$ cat src/rtl/mem_stage.sv
// Memory stage between EX and WB: waits for the data-SRAM response, aligns load data, absorbs flushes.
// Optional MS_FORWARD_EN adds the ms_forward bypass port toward ID.
module mem_stage #(
   parameter int ES_TO_MS_WD = 173,
   parameter int MS_TO_WS_WD = 168
) (
   input  logic                   clk,
   input  logic                   reset,
   input  logic                   ws_allowin,
   output logic                   ms_allowin,
   input  logic                   es_to_ms_valid,
   input  logic [ES_TO_MS_WD-1:0] es_to_ms_bus,
   output logic                   ms_to_ws_valid,
   output logic [MS_TO_WS_WD-1:0] ms_to_ws_bus,
   input  logic                   data_sram_data_ok,
   input  logic [31:0]            data_sram_rdata,
   input  logic                   flush
`ifdef MS_FORWARD_EN
   ,
   output logic [71:0]            ms_forward
`endif
);

   logic                   ms_valid_q, ms_valid_d;
   logic [ES_TO_MS_WD-1:0] ms_bus_q, ms_bus_d;
   logic [31:0]            data_buf_q, data_buf_d;
   logic                   data_buf_valid_q, data_buf_valid_d;
   logic [1:0]             cancel_cnt_q, cancel_cnt_d;

   logic        req_issued, res_from_mem;
   logic [2:0]  load_op;
   logic [31:0] alu_result, rdata, load_data, final_result;
   logic        data_ok_live, ms_ready_go, ms_leave;

   assign req_issued   = ms_bus_q[169];
   assign res_from_mem = ms_bus_q[168];
   assign load_op      = ms_bus_q[172:170];
   assign alu_result   = ms_bus_q[71:40];

   // A response only belongs to this stage once all cancelled responses have drained.
   assign data_ok_live = data_sram_data_ok & (cancel_cnt_q == 2'd0);
   assign ms_ready_go  = ~req_issued | data_buf_valid_q | data_ok_live;
   assign ms_leave     = ms_valid_q & ms_ready_go & ws_allowin;

   assign ms_allowin     = ~ms_valid_q | (ms_ready_go & ws_allowin);
   assign ms_to_ws_valid = ms_valid_q & ms_ready_go & ~flush;

   always_comb begin
      rdata     = data_buf_valid_q ? data_buf_q : data_sram_rdata;
      load_data = rdata;
      case (load_op)
         3'b001, 3'b010: begin
            logic [7:0] b;
            case (alu_result[1:0])
               2'd0:    b = rdata[7:0];
               2'd1:    b = rdata[15:8];
               2'd2:    b = rdata[23:16];
               default: b = rdata[31:24];
            endcase
            load_data = {{24{b[7] & ~load_op[1]}}, b};
         end
         3'b011, 3'b100: begin
            logic [15:0] h;
            h = alu_result[1] ? rdata[31:16] : rdata[15:0];
            load_data = {{16{h[15] & ~load_op[2]}}, h};
         end
         default: load_data = rdata;
      endcase
      final_result = res_from_mem ? load_data : alu_result;
   end

   assign ms_to_ws_bus = {ms_bus_q[167:72], final_result, ms_bus_q[39:0]};

`ifdef MS_FORWARD_EN
   assign ms_forward = {res_from_mem & ~ms_ready_go, ms_bus_q[31:0], final_result,
                        ms_bus_q[37:33], ms_bus_q[38], ms_valid_q};
`endif

   always_comb begin
      ms_valid_d       = flush ? 1'b0 : (ms_allowin ? es_to_ms_valid : ms_valid_q);
      ms_bus_d         = (es_to_ms_valid & ms_allowin) ? es_to_ms_bus : ms_bus_q;
      data_buf_d       = data_buf_q;
      data_buf_valid_d = data_buf_valid_q;
      cancel_cnt_d     = cancel_cnt_q;

      if (flush | ms_leave) begin
         data_buf_valid_d = 1'b0;
      end else if (ms_valid_q & req_issued & ~data_buf_valid_q & data_ok_live & ~ws_allowin) begin
         data_buf_valid_d = 1'b1;
         data_buf_d       = data_sram_rdata;
      end

      // A flush abandons an outstanding request whose response is still to come.
      if (flush) begin
         if (ms_valid_q & req_issued & ~data_buf_valid_q & ~data_sram_data_ok &
             (cancel_cnt_q != 2'd3))
            cancel_cnt_d = cancel_cnt_q + 2'd1;
      end else if (data_sram_data_ok & (cancel_cnt_q != 2'd0)) begin
         cancel_cnt_d = cancel_cnt_q - 2'd1;
      end
   end

   always_ff @(posedge clk) begin
      if (reset) begin
         ms_valid_q       <= 1'b0;
         ms_bus_q         <= '0;
         data_buf_q       <= '0;
         data_buf_valid_q <= 1'b0;
         cancel_cnt_q     <= 2'd0;
      end else begin
         ms_valid_q       <= ms_valid_d;
         ms_bus_q         <= ms_bus_d;
         data_buf_q       <= data_buf_d;
         data_buf_valid_q <= data_buf_valid_d;
         cancel_cnt_q     <= cancel_cnt_d;
      end
   end

endmodule
$ cat config.mk
export PLATFORM = sky130hd
export DESIGN_NAME = mem_stage
export DESIGN_NICKNAME = d
export VERILOG_FILES = /design/src/rtl/mem_stage.sv
export SDC_FILE = /design/constraint.sdc
export NUM_CORES = 1
export LEC_CHECK = 0
export ABC_AREA = 1
export CORE_ASPECT_RATIO = 0.9
export CORE_MARGIN = 5
export CORE_UTILIZATION = 49
export DETAILED_ROUTE_END_ITERATION = 8
export PLACE_DENSITY = 0.87
export SLEW_MARGIN = 20
export SYNTH_ARGS = -nofsm -noshare
export SYNTH_HDL_FRONTEND = slang
export SYNTH_SLANG_ARGS = --single-unit
$ cat constraint.sdc
create_clock -name clk -period 2.5 [get_ports clk]
set_input_delay 0.25 -clock clk [delete_from_list [all_inputs] [get_ports clk]]
set_output_delay 0.25 -clock clk [all_outputs]
set_load 0.02 [all_outputs]
==> results.rst <==
.. list-table::
   :header-rows: 1

   * - Metric
     - Value
   * - Critical path data arrival time
     - 2.19 ns
   * - Count of distinct cell types in the synthesized netlist
     - 26
   * - Maximum operating frequency
     - 0.410 GHz
   * - Largest fanout on the critical path
     - 13
   * - Cell-by-cell listing of the critical path
     - buf_12 > nand2_2 > nand2_2 > buf_4 > o21ai_2 > inv_2 > nand3_4 > clkbuf_16 > nand3_1 > nand2_1 > inv_1 > buf_4
   * - Count of cells along the worst hold path
     - 3
   * - Die Span Y
     - 148 um
   * - Hold Path Sink
     - data_buf_q[23]
   * - Post-Layout Inst Area
     - 0.0141 mm2
   * - Number of buffer and inverter stages on the critical path
     - 6
   * - Root buffer cell
     - sky130_fd_sc_hd__clkbuf_16
   * - Worst min-delay path startpoint
     - data_sram_rdata[23]
   * - Largest stage delay on the critical path
     - 0.38 ns
   * - Type of destination of the critical path
     - primary output
   * - Cell area after technology mapping
     - 0.0103 mm2
   * - Clock transition at the registers of the reported paths
     - 0.06 ns
   * - Net Count, Synth
     - 1,728
   * - Die Footprint
     - 0.0241 mm2
   * - Number of synthesized register bits
     - 209
   * - Count of H-tree levels built during CTS
     - 1
   * - Share of synthesized registers carrying an async set or reset
     - 0%
   * - Delay-heaviest family, CP
     - buffers and inverters
   * - Critical path launch point type
     - flip-flop
   * - Average vias per placed instance
     - 5.05
   * - Final hold viol count
     - 0
   * - Count of buffers from port buffering
     - 380
   * - Number of nets in the layout
     - 1,941
   * - Pins over their slew limit
     - 0
   * - Global placer's final weighted congestion
     - 0.921
   * - TritonCTS clock tree
     - built
   * - Largest vdd supply drop
     - 0.560 mV
   * - Most common library cell in the layout ignoring fill and taps
     - sky130_fd_sc_hd__nor2_1
   * - Tightest Pin Transition
     - 1.06 ns
   * - Die width
     - 163 um
   * - Maximum capacitance violations
     - 0
   * - Syn Area/Cell
     - 6.82 um2
   * - Setup slack on the worst flop-to-flop path
     - 0.48 ns
   * - Area of the core
     - 0.0208 mm2
   * - Most used flip-flop cell after synthesis
     - sky130_fd_sc_hd__dfxtp_1
   * - Final antenna-violating net count
     - 0
   * - Boundary Pins
     - 381
   * - Wire length of the first global-routing pass
     - 52.7 mm
   * - Post-route minimum period
     - 2.44 ns
   * - Final setup fails
     - 0
   * - Number of cells traversed by the worst register-to-register path
     - 8
   * - Commonest cells after routing, fill and taps aside
     - sky130_fd_sc_hd__nor2_1 (432), sky130_fd_sc_hd__clkdlybuf4s50_1 (348), sky130_fd_sc_hd__nand2_1 (240)
   * - Clock latency on the worst-skew pair
     - 0.52 ns
   * - Final core area utilization
     - 68.1%
   * - Clock skew after layout
     - 0.0119 ns
   * - Critical path type
     - reg -> out
   * - Global-route congestion overflow total
     - 0
   * - Standard-cell rows
     - 50
   * - Gate count after technology mapping
     - 1,517
   * - Class of the tightest hold or removal check
     - in -> reg
   * - Number of synthesized flops with an enable pin
     - 0
   * - Worst hold margin
     - 0.321 ns
   * - Hold bufs inserted after CTS
     - 0
   * - Starting utilization of the core area
     - 49.8%
   * - Share of cells above drive strength 1
     - 9.16%
   * - First-pass iteration count of the detailed router
     - 6
   * - Number of sinks handled by clock tree synthesis
     - 209
   * - Area grow syn2layout
     - 36.7%
   * - Part of the cycle the worst path needs
     - 97.5%
   * - Vias after detailed routing
     - 10,300
   * - Number of CTS-inserted buffers
     - 23
   * - Dpl cell area
     - 0.0132 mm2
   * - Post-route DRC
     - 0
   * - Max-Slew Margin vs Limit
     - 29.0%
   * - GR Util All Layers
     - 26.9%
   * - Average wire per standard cell
     - 16.6 um
   * - Number of global-route vias before repair
     - 10,100
   * - Cell type of the slowest stage on the worst timing path
     - sky130_fd_sc_hd__dfxtp_4
   * - Synthesis Warnings
     - 0
   * - Routed Wire Length
     - 33.8 mm
   * - Capture point of the worst reg-to-reg path
     - data_buf_q[12]
   * - Initial antenna violation count
     - 1
   * - Proportion of synthesized chip area in sequential cells
     - 40.5%
   * - Number of DRC markers in iteration 0
     - 947
   * - Reg-to-reg critical path startpoint
     - data_buf_valid_q
   * - Buffer levels on the longest clock path
     - 3
   * - Maximum number of pins on one net before global-route repair
     - 105
   * - Total power density per cell area
     - 669 mW/mm2
   * - Crit path required time
     - 2.25 ns
   * - Leakage component of the power
     - 6.29 nW
   * - Result of the run
     - finished, final reports clean
   * - Detailed-placement wirelength estimate
     - 24.3 mm
   * - Setup repair after global routing missed its margin
     - yes
==> cell usage after synthesis, types with 3 or more instances <==
| master | n | area, um2 |
|---|---|---|
| sky130_fd_sc_hd__o21ai_0 | 202 | 1010 |
| sky130_fd_sc_hd__nand2_4 | 3 | 33.8 |
| sky130_fd_sc_hd__nand3_1 | 63 | 315 |
| sky130_fd_sc_hd__or2_2 | 16 | 100 |
| sky130_fd_sc_hd__dfxtp_1 | 209 | 4180 |
| sky130_fd_sc_hd__nor2_2 | 3 | 18.8 |
| sky130_fd_sc_hd__nand2_2 | 4 | 25.0 |
| sky130_fd_sc_hd__clkinv_1 | 13 | 48.8 |
| sky130_fd_sc_hd__buf_2 | 29 | 145 |
| sky130_fd_sc_hd__o21ai_1 | 17 | 85.1 |
| sky130_fd_sc_hd__buf_6 | 20 | 225 |
| sky130_fd_sc_hd__buf_4 | 145 | 1090 |
| sky130_fd_sc_hd__nand4_1 | 5 | 31.3 |
| sky130_fd_sc_hd__inv_2 | 7 | 26.3 |
| sky130_fd_sc_hd__nand2_1 | 247 | 927 |
| sky130_fd_sc_hd__nor2_1 | 432 | 1620 |
| sky130_fd_sc_hd__clkbuf_1 | 31 | 116 |
| sky130_fd_sc_hd__a21oi_1 | 19 | 95.1 |
| sky130_fd_sc_hd__inv_1 | 41 | 154 |
==> final cells by class <==
cell class | instances | area (um2)
clock buffer | 32 | 649
sequential | 209 | 4200
fill | 1705 | 6630
inverter | 61 | 241
tap | 286 | 358
timing repair buffer | 416 | 4140
multi-input combinational | 1019 | 4390
antenna | 1 | 2.50
clock inverter | 9 | 166
==> sequential cells by signal, indices dropped and copies added, names as in the netlist <==
register	flops
data_buf_q	32
ms_bus_q	173
cancel_cnt_q	2
data_buf_valid_q	1
ms_valid_q	1
==> report_power, final <==
group,internal [W],switching [W]
clock network,0.00224,0.00142
registers,0.00355,0.000124
logic,0.000975,0.00115
==> worst max-delay path by stage <==
stage	start	endpoint	slack, ns	depth (start not counted)
after floorplan	data_buf_valid_q	ms_to_ws_bus[41]	0.75	10
after global placement	data_sram_rdata[15]	ms_to_ws_bus[71]	0.008	10
after detailed placement	data_sram_rdata[15]	ms_to_ws_bus[58]	-0.05	10
after CTS	ms_bus_q[170]	ms_to_ws_bus[47]	0.0004	7
after global routing	data_buf_valid_q	ms_to_ws_bus[71]	-0.02	12
final	data_buf_valid_q	ms_to_ws_bus[63]	0.06	12
==> worst reg2reg max path, cell delays in order, from the launching register on <==
cell	delay (ns)
sky130_fd_sc_hd__dfxtp_4	0.40
sky130_fd_sc_hd__buf_4	0.16
sky130_fd_sc_hd__buf_16	0.15
sky130_fd_sc_hd__nor2_1	0.08
sky130_fd_sc_hd__nand2_1	0.10
sky130_fd_sc_hd__nor2_2	0.05
sky130_fd_sc_hd__inv_1	0.76
sky130_fd_sc_hd__nor2_1	0.11
sky130_fd_sc_hd__nor2_1	0.15
==> kinds of logic (layout without fill, tap and decap cells) <==
kind of cell / Yosys count / in the layout / share of synthesized area [%]
AO/OA/AOI/OAI: 240 / 240 / 11.7
buffers and inverters: 289 / 518 / 17.6
XOR/XNOR: 1 / 1 / 0.0847
other: 0 / 1 / 0
AND/OR/NAND/NOR: 778 / 778 / 30.2
flip-flops: 209 / 209 / 40.5
==> layer usage <==
metal	track usage (%)	vias up	wire, um
met5	0	-	0
met4	11.7	0	1550
met3	7.56	106	3040
met2	47.1	491	16800
met1	30.6	4608	12500
li1	-	5057	-
==> per-stage QoR <==
stage	total power, W	TNS, ns	instances	setup WS [ns]
floorplan	0.00504	0	1517	0.753
global placement	0.00582	0	1982	0.00751
detailed placement	0.00586	-0.307	1982	-0.0468
CTS	0.00951	0	2027	0.000377
global route	0.00986	-0.0460	2033	-0.0183
finish	0.00946	0	2033	0.0626
==> repair_timing <==
item,in CTS,in global routing
endpoints found under the setup margin,32,32
buffers inserted,2,4
pin swaps,0,1
endpoints found under the hold margin,0,0
gates resized for setup,106,53
gates cloned,2,1
Note: power is estimated with default switching activity, not from simulation.
